$ cat src/rtl/cache_sram_pkg.sv
// Shared types and default sizes for the cache SRAM arbiter.
// The optional post-reset zeroing sweep is enabled by defining CACHE_SRAM_INIT_EN.
package cache_sram_pkg;

    localparam int unsigned PKG_ADDR_W     = 6;
    localparam int unsigned PKG_DATA_W     = 32;
    localparam int unsigned PKG_WAY_NUM    = 4;
    localparam int unsigned PKG_STARVE_MAX = 4;
    localparam int unsigned CNT_W          = 4;

    typedef enum logic {ST_INIT, ST_RUN} arb_state_e;

    typedef enum logic {OWN_A = 1'b0, OWN_B = 1'b1} owner_e;

    typedef struct packed {
        logic                   ce;
        logic                   we;
        logic [PKG_WAY_NUM-1:0] way_en;
        logic [PKG_ADDR_W-1:0]  addr;
        logic [PKG_DATA_W-1:0]  wdata;
    } sram_cmd_t;

endpackage

$ cat src/rtl/cache_sram_prio.sv
// Two-input picker: B normally wins a tie, A is forced through after
// STARVE_MAX consecutive losses.
module cache_sram_prio
    import cache_sram_pkg::*;
#(
    parameter int unsigned STARVE_MAX = PKG_STARVE_MAX
) (
    input  logic             clk,
    input  logic             rst,
    input  logic             i_a_req,
    input  logic             i_b_req,
    output logic             o_sel_a,
    output logic             o_sel_b,
    output logic [CNT_W-1:0] o_starve_nxt
);

    logic [CNT_W-1:0] r_cnt;
    logic             w_force_a;

    always_comb begin
        w_force_a    = (r_cnt == CNT_W'(STARVE_MAX));
        o_sel_b      = i_b_req && !(i_a_req && w_force_a);
        o_sel_a      = i_a_req && !o_sel_b;
        o_starve_nxt = '0;
        // Count only cycles where A asked and lost; saturate at the limit.
        if (i_a_req && !o_sel_a) begin
            o_starve_nxt = w_force_a ? r_cnt : r_cnt + CNT_W'(1);
        end
    end

    always_ff @(posedge clk) begin
        if (rst) begin
            r_cnt <= '0;
        end else begin
            r_cnt <= o_starve_nxt;
        end
    end

endmodule

$ cat src/rtl/cache_sram_arb.sv
// Arbiter/sequencer sharing one multi-way single-port SRAM array between a
// core port (A) and a refill port (B). Define CACHE_SRAM_INIT_EN for the zeroing sweep.
module cache_sram_arb
    import cache_sram_pkg::*;
#(
    parameter int unsigned ADDR_W     = PKG_ADDR_W,
    parameter int unsigned DATA_W     = PKG_DATA_W,
    parameter int unsigned WAY_NUM    = PKG_WAY_NUM,
    parameter int unsigned STARVE_MAX = PKG_STARVE_MAX
) (
    input  logic                       clk,
    input  logic                       rst,
    input  logic                       a_req,
    input  logic                       a_we,
    input  logic [WAY_NUM-1:0]         a_way,
    input  logic [ADDR_W-1:0]          a_addr,
    input  logic [DATA_W-1:0]          a_wdata,
    output logic                       a_gnt,
    input  logic                       b_req,
    input  logic                       b_we,
    input  logic [WAY_NUM-1:0]         b_way,
    input  logic [ADDR_W-1:0]          b_addr,
    input  logic [DATA_W-1:0]          b_wdata,
    output logic                       b_gnt,
    output logic                       sram_ce,
    output logic [WAY_NUM-1:0]         sram_way_en,
    output logic                       sram_we,
    output logic [ADDR_W-1:0]          sram_addr,
    output logic [DATA_W-1:0]          sram_wdata,
    input  logic [WAY_NUM*DATA_W-1:0]  sram_rdata,
    output logic                       rd_valid,
    output logic                       rd_owner,
    output logic [WAY_NUM*DATA_W-1:0]  rd_data,
    output logic                       init_done
);

    localparam int unsigned DEPTH = 1 << ADDR_W;

    logic             w_init;
    logic             w_arb_a_req;
    logic             w_arb_b_req;
    logic             w_sel_a;
    logic             w_sel_b;
    logic [CNT_W-1:0] w_starve_nxt;
    sram_cmd_t        w_cmd;
    logic             r_rd_valid;
    owner_e           r_rd_owner;
    logic             r_init_done;

`ifdef CACHE_SRAM_INIT_EN
    arb_state_e        r_state;
    logic [ADDR_W-1:0] r_init_ptr;

    assign w_init = (r_state == ST_INIT);

    // Sweep every index once, then hand the array to the requesters.
    always_ff @(posedge clk) begin
        if (rst) begin
            r_state     <= ST_INIT;
            r_init_ptr  <= '0;
            r_init_done <= 1'b0;
        end else begin
            case (r_state)
                ST_INIT: begin
                    r_init_ptr <= r_init_ptr + ADDR_W'(1);
                    if (r_init_ptr == ADDR_W'(DEPTH - 1)) begin
                        r_state     <= ST_RUN;
                        r_init_done <= 1'b1;
                    end
                end
                default: begin
                    r_state <= ST_RUN;
                end
            endcase
        end
    end
`else
    assign w_init = 1'b0;

    always_ff @(posedge clk) begin
        r_init_done <= 1'b1;
    end
`endif

    assign w_arb_a_req = a_req && !rst && !w_init;
    assign w_arb_b_req = b_req && !rst && !w_init;

    cache_sram_prio #(
        .STARVE_MAX (STARVE_MAX)
    ) u_prio (
        .clk          (clk),
        .rst          (rst),
        .i_a_req      (w_arb_a_req),
        .i_b_req      (w_arb_b_req),
        .o_sel_a      (w_sel_a),
        .o_sel_b      (w_sel_b),
        .o_starve_nxt (w_starve_nxt)
    );

    // Array command: sweep write during init, otherwise the winner's fields.
    always_comb begin
        w_cmd = '0;
        if (!rst && w_init) begin
            w_cmd.ce     = 1'b1;
            w_cmd.we     = 1'b1;
            w_cmd.way_en = '1;
`ifdef CACHE_SRAM_INIT_EN
            w_cmd.addr   = PKG_ADDR_W'(r_init_ptr);
`endif
        end else if (w_sel_a) begin
            w_cmd.ce     = 1'b1;
            w_cmd.we     = a_we;
            w_cmd.way_en = PKG_WAY_NUM'(a_way);
            w_cmd.addr   = PKG_ADDR_W'(a_addr);
            w_cmd.wdata  = PKG_DATA_W'(a_wdata);
        end else if (w_sel_b) begin
            w_cmd.ce     = 1'b1;
            w_cmd.we     = b_we;
            w_cmd.way_en = PKG_WAY_NUM'(b_way);
            w_cmd.addr   = PKG_ADDR_W'(b_addr);
            w_cmd.wdata  = PKG_DATA_W'(b_wdata);
        end
    end

    assign a_gnt       = w_sel_a;
    assign b_gnt       = w_sel_b;
    assign sram_ce     = w_cmd.ce;
    assign sram_we     = w_cmd.we;
    assign sram_way_en = WAY_NUM'(w_cmd.way_en);
    assign sram_addr   = ADDR_W'(w_cmd.addr);
    assign sram_wdata  = DATA_W'(w_cmd.wdata);

    // Read return: one-cycle pipeline tagging the data with its requester.
    always_ff @(posedge clk) begin
        if (rst) begin
            r_rd_valid <= 1'b0;
            r_rd_owner <= OWN_A;
        end else begin
            r_rd_valid <= (w_sel_a && !a_we) || (w_sel_b && !b_we);
            if (w_sel_a && !a_we) begin
                r_rd_owner <= OWN_A;
            end else if (w_sel_b && !b_we) begin
                r_rd_owner <= OWN_B;
            end
        end
    end

    assign rd_valid  = r_rd_valid;
    assign rd_owner  = r_rd_owner;
    assign rd_data   = r_rd_valid ? sram_rdata : '0;
    assign init_done = r_init_done;

    starve_bound: assert property (@(posedge clk) disable iff (rst)
        w_starve_nxt <= CNT_W'(STARVE_MAX));

endmodule

$ cat config.mk
export PLATFORM = sky130hd
export DESIGN_NAME = cache_sram_arb
export DESIGN_NICKNAME = d
export VERILOG_FILES = /design/src/rtl/cache_sram_pkg.sv /design/src/rtl/cache_sram_prio.sv /design/src/rtl/cache_sram_arb.sv
export SDC_FILE = /design/constraint.sdc
export NUM_CORES = 1
export LEC_CHECK = 0
export CORE_AREA = 3 3 154 156
export DETAILED_ROUTE_END_ITERATION = 6
export DIE_AREA = 0 0 157 159
export GPL_TIMING_DRIVEN = 1
export PLACE_DENSITY = 0.53
export SLEW_MARGIN = 30
export SYNTH_ARGS = -nofsm -noshare
export SYNTH_HDL_FRONTEND = slang
export SYNTH_SLANG_ARGS = --single-unit
$ cat constraint.sdc
create_clock -name clk -period 4.3 [get_ports clk]
set_input_delay 0.86 -clock clk [delete_from_list [all_inputs] [get_ports clk]]
set_output_delay 0.86 -clock clk [all_outputs]
set_load 0.03 [all_outputs]
==> insert_results.sql <==
INSERT INTO impl_metrics (metric_group, metric, value, unit) VALUES
('status', 'run_status', 'completed', ''),
('placed_design', 'gp_congestion', '0.799', ''),
('placed_design', 'hpwl', '10900', 'um'),
('power_and_ir_drop', 'power.switching_fraction', '36.3', '%'),
('timing', 'min_period_over_period', '86.7', '%'),
('route', 'via_count', '3086', ''),
('timing', 'drv_slew', '0', ''),
('hold_path', 'hold_path_endpoint', 'u_prio.r_cnt[0]', ''),
('route', 'drt-wirelength-per-cell', '14.1', 'um'),
('cells_and_area', 'share_of_layout_cells_above_drive_strength_1', '2.64', '%'),
('cts', 'post_cts.resized_instances', '0', ''),
('power_and_ir_drop', 'power.share.sequential', '7.5', '%'),
('power_and_ir_drop', 'p_leak', '0.00221', 'uW'),
('route', 'drt-total-wl', '12500', 'um'),
('power_and_ir_drop', 'switching_power', '295', 'uW'),
('setup_path', 'r2r_cells', '6', ''),
('timing', 'timing.final.hold_violations', '0', ''),
('route', 'avg_vias_per_cell', '3.47', ''),
('setup_path', 'r2r_setup_slack', '2850', 'ps'),
('power_and_ir_drop', 'post-layout-total-power', '813', 'uW'),
('die', 'die-width', '157', 'um'),
('setup_path', 'critical_path_class', 'input pin to primary output', ''),
('power_and_ir_drop', 'power.density_cell_area', '137', 'nW/um2'),
('timing', 'clock-skew-final', '2.39', 'ps'),
('timing', 'setup_repair_after_global_routing_missed_its_margin', 'no', ''),
('route', 'drc', '0', ''),
('hold_path', 'worst_hold_path.num_cells', '1', ''),
('placed_design', 'post-place-cells', '887', ''),
('global_route', 'via_count_of_the_first_global_routing_pass', '3283', ''),
('route', 'first_pass_iters', '4', ''),
('power_and_ir_drop', 'power_report.internal_total', '518', 'uW'),
('setup_path', 'critical_path_required', '3440', 'ps'),
('die', 'initial_utilization', '7.32', '%'),
('placed_design', 'placement.cell_area', '5870', 'um2'),
('synthesis', 'synth.yosys.seq_area_share', '7.29', '%'),
('synthesis', 'synthCells', '230', ''),
('setup_path', 'timing.critical_path.from_type', 'input pin', ''),
('cells_and_area', 'sequential_area', '121', 'um2'),
('cts', 'cts_setup_buffers', '0', ''),
('route', 'detail_route.iter0.violations', '84', ''),
('synthesis', 'synth-async-reset-ratio', '0', '%'),
('cells_and_area', 'final_common_cell', 'sky130_fd_sc_hd__clkdlybuf4s50_1', ''),
('power_and_ir_drop', 'vdd_ir_drop_max', '0.157', 'mV'),
('hold_path', 'hp-start', 'u_prio.r_cnt[0]', ''),
('timing', 'final_period_minus_worst_setup_slack', '3730', 'ps'),
('timing', 'holdWs', '489', 'ps'),
('die', 'die_y', '159', 'um'),
('cells_and_area', 'areaGrowthSynthToFinish', '261', '%'),
('synthesis', 'synth.lib_cells_used.distinct', '23', ''),
('setup_path', 'cp-end-kind', 'primary output', ''),
('global_route', 'gr-usage-met2', '17.2', '%'),
('die', 'core-area', '22500', 'um2'),
('cts', 'clockBufferDepth', '2', ''),
('synthesis', 'number_of_enable_flip_flop_cells_after_synthesis', '0', ''),
('cts', 'cts_inserted_buffers', '3', ''),
('synthesis', 'number_of_synthesized_register_bits', '6', ''),
('cts', 'tritoncts', 'built', ''),
('setup_path', 'crit-reg2reg-launch', 'u_prio.r_cnt[0]', ''),
('global_route', 'grt_overflow', '0', ''),
('setup_path', 'crit-reg2reg-capture', 'rd_valid', ''),
('cts', 'clkSinkCount', '6', ''),
('placed_design', 'io_buffers', '393', ''),
('cts', 'cts.clk_slew.worst_paths', '30', 'ps'),
('cells_and_area', 'multiInputGateArea', '1350', 'um2'),
('cells_and_area', 'fillerInstances', '2425', ''),
('cts', 'clkLatencyLatePin', '230', 'ps'),
('synthesis', 'synth_ff_type', 'sky130_fd_sc_hd__dfxtp_1', ''),
('global_route', 'global_route_wire_length_before_repair', '17900', 'um'),
('cells_and_area', 'diodes', '0', ''),
('die', 'num_io_pins', '395', ''),
('global_route', 'global_routing_usage_summed_across_all_routing_layers', '8.87', '%');
[kinds of logic after synthesis]
group,count (synthesis),synth area share [%]
other cells,1,0.228
simple gates,139,52.9
xor+xnor,2,1.06
fa+ha+maj,2,1.52
compound gates,49,26.5
buf+inv,31,10.5
flops,6,7.30
[final cells by class]
cell class                      count  area share [%]
Timing Repair Buffer              396            67.5
Multi-Input combinational cell    193            22.8
Tap cell                          285            6.00
Sequential cell                     6            2.04
Clock buffer                        3            1.26
Inverter                            7           0.442
[worst max path at each step]
stage / start / end / slack (ps) / cells after the start
4_1_cts: rst / sram_way_en[2] / 560 / 6
3_3_place_gp: rst / sram_way_en[2] / 560 / 6
5_1_grt: rst / sram_wdata[15] / 460 / 6
2_1_floorplan: rst / sram_addr[2] / 1580 / 4
6_report: rst / sram_addr[2] / 570 / 6
3_5_place_dp: rst / sram_way_en[2] / 580 / 6
[power by group through the flow]
stage          sequential, uW  combinational (uW)  clock [uW]
2_1_floorplan            63.4                 245           0
3_5_place_dp             62.4                 607           0
5_1_grt                  61.8                 636         156
3_3_place_gp             62.2                 609           0
6_report                 61.3                 602         149
4_1_cts                  61.6                 610         152
[sequential cells by signal, summed over array words and instances (netlist names)]
name / count
rd_valid: 1
rd_owner: 1
u_prio.r_cnt: 4
[Yosys cell counts (2+ instances only)]
master	n	area, um2
sky130_fd_sc_hd__a22o_1	39	342
sky130_fd_sc_hd__a22o_2	5	50.1
sky130_fd_sc_hd__and2_1	128	801
sky130_fd_sc_hd__buf_4	5	37.5
sky130_fd_sc_hd__buf_6	5	56.3
sky130_fd_sc_hd__clkbuf_1	14	52.6
sky130_fd_sc_hd__dfxtp_1	6	120
sky130_fd_sc_hd__ha_1	2	25.0
sky130_fd_sc_hd__inv_1	7	26.3
sky130_fd_sc_hd__nor2_1	2	7.51
sky130_fd_sc_hd__nor3_1	4	20.0
sky130_fd_sc_hd__o21ai_0	2	10.0
[stage by stage]
stage | util (%) | setup WS [ps]
floorplan | - | 1580
CTS | 26.4 | 558
global route | 26.4 | 461
detailed placement | 26.1 | 577
global placement | 26.1 | 559
finish | 26.4 | 571
[critical path, cell delays in order]
cell and delay (ps):
sky130_fd_sc_hd__clkdlybuf4s50_1 450, sky130_fd_sc_hd__nand2b_1 250, sky130_fd_sc_hd__a21oi_4 170, sky130_fd_sc_hd__buf_12 230, sky130_fd_sc_hd__a22o_1 210, sky130_fd_sc_hd__clkdlybuf4s50_1 690
[per-layer routing]
metal | wire length, um | up-vias
met5 | 0 | -
met4 | 48 | 0
met3 | 1260 | 4
met2 | 6280 | 220
met1 | 4920 | 1347
li1 | - | 1515
(Power assumes the default switching activity.)
